## config.mk

```make
export PLATFORM = sky130hd
export DESIGN_NAME = hash_msg_feeder
export DESIGN_NICKNAME = d
export VERILOG_FILES = /design/src/rtl/hash_msg_feeder.sv
export SDC_FILE = /design/constraint.sdc
export NUM_CORES = 1
export LEC_CHECK = 0
export ABC_AREA = 1
export CORE_ASPECT_RATIO = 1.4
export CORE_UTILIZATION = 50
export CTS_CLUSTER_SIZE = 24
export DETAILED_ROUTE_END_ITERATION = 10
export GPL_TIMING_DRIVEN = 0
export PLACE_DENSITY = 0.68
export SLEW_MARGIN = 20
export SYNTH_ARGS = -nofsm -noshare
export SYNTH_HDL_FRONTEND = slang
export SYNTH_SLANG_ARGS = --single-unit
```

## constraint.sdc

```tcl
create_clock -name clk -period 2.01 [get_ports clk]
set_input_delay 0.5025 -clock clk [delete_from_list [all_inputs] [get_ports clk]]
set_output_delay 0.5025 -clock clk [all_outputs]
set_load 0.005 [all_outputs]
```

## src/rtl/hash_msg_feeder.sv

```systemverilog
// Buffers one byte-stream message, then plays it into the hash core (first byte 1 cycle after last beat) and captures the digest.
// in_ready is low from the end of a message until its digest is captured; overlong messages are dropped with err_overflow.
module hash_msg_feeder #(
   parameter int DEPTH = 64,
   parameter int CW    = $clog2(DEPTH) + 1
) (
   input  logic        clk,
   input  logic        rst,
   input  logic        in_valid,
   output logic        in_ready,
   input  logic [7:0]  in_data,
   input  logic        in_last,
   input  logic        in_keep,
   output logic        hash_m_valid,
   output logic [7:0]  hash_message,
   output logic [63:0] hash_counter,
   input  logic        hash_ready,
   input  logic [31:0] hash_digest,
   output logic        dig_valid,
   output logic [31:0] dig_data,
   output logic        err_overflow,
   output logic        busy
);
   localparam int AW = $clog2(DEPTH);
   localparam logic [CW-1:0] DEPTH_C = CW'(DEPTH);
   localparam logic [CW-1:0] ONE_C   = CW'(1);
   localparam logic [AW-1:0] ZERO_A  = '0;

   typedef enum logic [1:0] {ST_LOAD, ST_DISPATCH, ST_WAIT} state_t;

   state_t        state_q, state_d;
   logic [CW-1:0] len_q, len_d;
   logic [CW-1:0] rd_q, rd_d;
   logic          ovf_q, ovf_d;
   logic          in_ready_q, in_ready_d;
   logic          busy_q, busy_d;
   logic          mv_q, mv_d;
   logic [7:0]    msg_q, msg_d;
   logic          dv_q, dv_d;
   logic [31:0]   dig_q, dig_d;
   logic          err_q, err_d;

   logic [7:0]    mem [DEPTH];
   logic          xfer, is_byte, room, wr_en;

   assign xfer    = in_valid & in_ready_q;
   assign is_byte = ~in_last | in_keep;
   assign room    = (len_q < DEPTH_C);
   assign wr_en   = xfer & is_byte & room;

   always_ff @(posedge clk) begin
      if (wr_en) begin
         mem[len_q[AW-1:0]] <= in_data;
      end
   end

   always_comb begin
      state_d = state_q;
      len_d   = len_q;
      rd_d    = rd_q;
      ovf_d   = ovf_q;
      mv_d    = 1'b0;
      msg_d   = msg_q;
      dv_d    = 1'b0;
      dig_d   = dig_q;
      err_d   = 1'b0;
      case (state_q)
         ST_LOAD: begin
            if (xfer) begin
               if (is_byte) begin
                  if (room) len_d = len_q + ONE_C;
                  else      ovf_d = 1'b1;
               end
               if (in_last) begin
                  if (ovf_d) begin
                     err_d = 1'b1;
                     len_d = '0;
                     ovf_d = 1'b0;
                  end else begin
                     state_d = ST_DISPATCH;
                     rd_d    = ONE_C;
                     mv_d    = 1'b1;
                     // A one-byte message is still being written, so forward it instead of reading mem[0].
                     if (len_q != '0)  msg_d = mem[ZERO_A];
                     else if (is_byte) msg_d = in_data;
                     else              msg_d = 8'h00;
                  end
               end
            end
         end
         ST_DISPATCH: begin
            if (rd_q < len_q) begin
               mv_d  = 1'b1;
               msg_d = mem[rd_q[AW-1:0]];
               rd_d  = rd_q + ONE_C;
            end else begin
               state_d = ST_WAIT;
            end
         end
         ST_WAIT: begin
            if (hash_ready) begin
               dig_d   = hash_digest;
               dv_d    = 1'b1;
               len_d   = '0;
               state_d = ST_LOAD;
            end
         end
         default: state_d = ST_LOAD;
      endcase
      in_ready_d = (state_d == ST_LOAD);
      busy_d     = (state_d != ST_LOAD);
   end

   always_ff @(posedge clk) begin
      if (rst) begin
         state_q    <= ST_LOAD;
         len_q      <= '0;
         rd_q       <= '0;
         ovf_q      <= 1'b0;
         in_ready_q <= 1'b1;
         busy_q     <= 1'b0;
         mv_q       <= 1'b0;
         msg_q      <= 8'h00;
         dv_q       <= 1'b0;
         dig_q      <= 32'h0;
         err_q      <= 1'b0;
      end else begin
         state_q    <= state_d;
         len_q      <= len_d;
         rd_q       <= rd_d;
         ovf_q      <= ovf_d;
         in_ready_q <= in_ready_d;
         busy_q     <= busy_d;
         mv_q       <= mv_d;
         msg_q      <= msg_d;
         dv_q       <= dv_d;
         dig_q      <= dig_d;
         err_q      <= err_d;
      end
   end

   assign in_ready     = in_ready_q;
   assign busy         = busy_q;
   assign hash_m_valid = mv_q;
   assign hash_message = msg_q;
   assign hash_counter = {{(64-CW){1'b0}}, len_q};
   assign dig_valid    = dv_q;
   assign dig_data     = dig_q;
   assign err_overflow = err_q;

endmodule

```

-- After elaboration in Yosys (flattened, before gate mapping)
Memory sizes are Yosys's and may differ from the RTL's. A register that Yosys moved wholly into a read port is not among the register bits.
Index checks and enable logic that the tools add are counted.
- bits in writable memories: 512
- bits in registers: 62
- memories: 1
- word-level logic and storage cells: 84
- multiplexer cells: 41
- add/sub/neg operators: 2
- equality and inequality tests: 7
- reductions and logical operators: 12
- bitwise logic cells: 8
- order comparisons: 2
- memory list (memory ; depth ; bits a word ; rd ports ; clocked after Yosys merged registers in ; write ports ; RTL line ; RTL):
    mem ; 64 ; 8 ; 2 ; 1 ; 1 ; 43 ; logic [7:0] mem [DEPTH];
- operator list (operator ; count):
    7-bit two-way mux ; 10
    8-bit two-way mux ; 6
    7-bit case mux with 2 select lines ; 2
    8-bit case mux with 2 select lines ; 1
    7-bit by 1-bit adder with 7-bit output (second input constant) ; 2
    1-bit two-way mux ; 13
    6-bit two-way mux ; 2
    2-bit two-way mux ; 5
    2-bit inequality test (second input constant) ; 5
    7-bit < comparator ; 1
    7-bit < comparator (second input constant) ; 1
    7-bit nonzero test ; 1
    2-bit case mux with 3 select lines ; 1
    2-bit nonzero test ; 3
    5-bit AND reduction ; 1
    2-bit logical NOT ; 2
    1-bit NOT ; 4
    2-bit AND reduction ; 2
    4-bit OR reduction ; 1
    1-bit AND ; 3
    3-bit AND reduction ; 1
    2-bit by 1-bit == test with 1-bit output (second input constant) ; 1
    2-bit == test (second input constant) ; 1
    1-bit case mux with 2 select lines ; 1
    2 further kinds ; 2

-- Logic depth before layout (Yosys ltp)
- depth after elaboration: 11
- depth in mapped cells: 14
- mapped depth without buffers: 13

-- Worst setup path after synthesis
No wires, ideal clock.
- path type: input port to flip-flop
- from: in in_last
- to: mem mem[11][0] (enable)
- setup time: 371 ps
- path buffers: 0
- setup slack: -122 ps
- arrival: 1761 ps
- required time: 1639 ps
- cell stages on the path: 7
- cell sequence: inv_1 nor2_4 nor2_1 inv_1 nor3_1 nand3_1 nor2_1
- longest elaborated chain between the ends: 6
- RTL lines (element ; RTL line ; RTL):
    from (decl) ; 12 ; input logic in_last,
    1-bit NOT (no line) ; n/a ;
    1-bit OR ; 47 ; assign is_byte = ~in_last | in_keep;
    1-bit AND (2 in a row) ; 49 ; assign wr_en = xfer & is_byte & room;
    1-bit two-way mux ; 52 ; if (wr_en) begin
    1-bit two-way mux (not written as such) ; 53 ; mem[len_q[AW-1:0]] <= in_data;
    to (decl) ; 43 ;
No other way between the ends.

==> results by group <==
Run status
  • Status: complete, but fails checks
  • Failing checks: negative setup slack

Clock network
  • Clock tree buffer depth: 3
  • Number of CTS-inserted buffers: 53
  • Clk sink count: 580
  • Clock Latency Late Sink: 0.60 ns
  • Clock root cell: clkbuf_16
  • CTS tree: built
  • Worst-path clk slew: 0.07 ns
  • H-tree levels: 2

Setup path
  • Setup crit start kind: flip-flop
  • Slowest stage cell on the critical path: dfxtp_1
  • Worst path bufs/invs: 3
  • Most frequent CP cell: nand3_1
  • Critical path type: reg2reg
  • Worst-path cell chain: inv_1 > buf_6 > buf_4 > nand3_1 > nand3_1 > nand2_1 > nand2_1 > nand3_1 > nand3_1 > nand3_2 > nand2_2 > a21oi_2
  • Cell family with most CP delay: simple AND/OR/NAND/NOR gates
  • CP max FO: 10
  • Worst Setup End Kind: flip-flop
  • Worst EP arrival: between 2 and 2.5 ns
  • Critical Path RT: around 2.5 ns
  • Largest stage delay on the critical path: ~0.34 ns

Logic synthesis
  • Ranking of synthesized cells by area: edfxtp_1 (63%), nand2_1 (11%), nand3_1 (10%), dfxtp_1 (5.6%), buf_4 (2.6%)
  • Synth unique cells: 38
  • Commonest cells post-synth: nand2_1 (718), edfxtp_1 (512), nand3_1 (493)
  • Top-count cell post-synth: nand2_1
  • Synth top area share: approximately 63%
  • Biggest area consumer among synthesized cells: edfxtp_1
  • Synth Register Bits: between 500 and 600
  • Ys flop type: edfxtp_1
  • Syn Area/Cell: approximately 11 µm²
  • Seq/Total Area, Yosys: between 60% and 70%
  • Synthesized area: between 0.02 and 0.025 mm²
  • Post-synth EDFFs: between 500 and 600
  • Share of synthesized registers carrying an async set or reset: 0%
  • Synth Warn #: 0
  • Cells after synthesis: 2218

Timing
  • Final setup vio count: 5
  • Minimum clock period: just over 2 ns
  • RSZ-0062 raised after global routing: true
  • Post-route setup TNS: -0.0528 ns
  • Max transition margin: about two fifths
  • Setup WS post-layout: -0.0259 ns
  • Final hold vios: 0
  • Worst slew pin tran: between 0.9 and 1 ns
  • Final worst-path cycle share: 101%
  • Fin. max-slew vios: 0
  • Fmax: ~500 MHz
  • Clock skew: approximately 0.027 ns

Power
  • P per Cell Area: 911 mW/mm²
  • Leak: between 10 and 15 nW
  • Internal: 20.1 mW
  • Switching share of total power: 27.5%
  • Clk pwr share: between 30% and 40%
  • Comb power frac: 17.8%
  • Sequential Power Share: a little under half
  • Sw Pwr: around 7.6 mW
  • Peak supply drop: 0.765 mV
  • Tot Pwr: around 28 mW

Global routing
  • Vias in the first global route: 17.7k
  • Total GRT Usage: a little under a third
  • First-pass GRT wire length: 110000 µm
  • Pin count of the biggest net entering global routing: 66
  • Initial antenna violation count: 0
  • GRT overflow: 0

Final layout
  • Area of the multi-input gates: just under 0.008 mm²
  • Layout cells sized above 1: 21.4%
  • Nets: between 2k and 3k
  • Final design utilization: ~63%
  • Area Growth Syn to Fin: 25.2%
  • N_diodes: 0
  • Fillers: approximately 3.7k
  • Flip-flop and latch area: 0.0168 mm²
  • Cell Count, Final, Fillers Out: between 3k and 4k

Detailed routing
  • Detail Route Antenna Nets: 0
  • Number of remaining DRC errors: 0
  • Initial DRC count: between 1.5k and 2k
  • First-pass DRT Iterations: 5
  • Routed Wire Length: 75700 µm
  • Via count: roughly 18k
  • Vias per inst: around 5.7
  • DR WL/cell: roughly 24 µm

Run
  • Max-Cap Viols: 0

Placed design
  • HPWL Detailed: a little over 50000 µm
  • Placed cell count: ~3k
  • GPL Wtd Cong: about 0.96
  • Port bufs: 96
  • Placement Setup Slack: -1.89 ns

Die
  • Row count: 95
  • IO Count: 155
  • Core area: about 0.048 mm²
  • Die height: 263 µm
  • Initial core utilization: about 51%
  • Die X: between 150 and 200 µm
  • Die Area: approximately 0.05 mm²

Worst hold path
  • HP Class: in2reg
==> registers in the layout, summed over array words and instances (netlist names), 2 cells and up, named ones only <==
register / flops
dig_data: 32
mem: 512
hash_message: 8
state_q: 2
len_q: 7
rd_q: 7
==> layout make-up <==
type / count / area share, %
plain buffers: 185 / 5.14
clock buffers: 66 / 4.51
clock inverters: 28 / 0.715
inverters: 33 / 0.517
multi-input cells: 1475 / 25.3
flip-flops and latches: 580 / 55.0
well taps: 630 / 2.59
repair buffers: 174 / 6.19
==> kinds of logic (layout without fill, tap and decap cells) <==
logic type | after synthesis | count (layout) | share of synthesized area, %
and+or+nand+nor | 1328 | 1328 | 23.4
buffers and inverters | 219 | 486 | 5.42
xor gates and xnor gates | 6 | 6 | 0.216
AOI/OAI and AO/OA | 75 | 75 | 1.75
adders and majority gates | 9 | 9 | 0.463
DFF | 580 | 580 | 68.8
other | 1 | 57 | 0.0154
==> through the flow <==
step,instance area [µm²],hold WS [ns]
floorplan,24600,0.457
global placement,26300,0.449
global route,30500,0.213
finish,30500,0.207
detailed placement,26500,0.453
CTS,29500,0.196
==> final timing paths <==
check,to,from,slack [ns],cells after the start
hold reg to reg,dig_data[30],dig_data[30],0.46,2
hold / removal,mem[29][2],in_data[2],0.21,1
setup reg to reg,hash_message[3],flip-flop,-0.03,12
setup / recovery,hash_message[3],flip-flop,-0.03,12
==> routing by layer <==
layer | share of wire (%) | vias up | GRT usage (%)
li1 | - | 8179 | -
met1 | 35 | 8700 | 35.0
met2 | 50 | 955 | 52.4
met3 | 7.4 | 261 | 4.12
met4 | 7.4 | 0 | 19.6
met5 | 0 | - | 0
==> cells in the final DEF (no fill, tap or decap), drive strengths merged, types with 2 or more instances in the layout <==
cell type,count
a21oi,49
xor2,5
dfxtp,68
nand4,6
nor2,96
bufinv,3
dlymetal6s2s,3
edfxtp,512
clkbuf,93
clkinvlp,6
inv,30
conb,57
ha,9
clkdlybuf4s50,83
buf,244
nand3,494
o21ai,15
nor3,7
dlygate4sd2,2
clkinv,22
nand2,722
a31oi,8
==> power by group through the flow <==
stage	Sequential, mW	Combinational, mW	Clock (mW)
finish	13.3	4.93	9.56
global route	13.3	5.21	10.0
CTS	13.3	4.35	9.61
detailed placement	13.5	4.06	0
global placement	13.6	3.95	0
floorplan	13.5	2.37	0
==> repair_timing <==
action / CTS / global route
setup endpoints to repair: 543 / 490
buffers inserted: 54 / 17
cloned: 0 / 1
hold endpoints to repair: 0 / 0
pin swaps: 28 / 29
hold buffers: 0 / 0
gates resized for setup: 245 / 194
(Power assumes the default switching activity.)
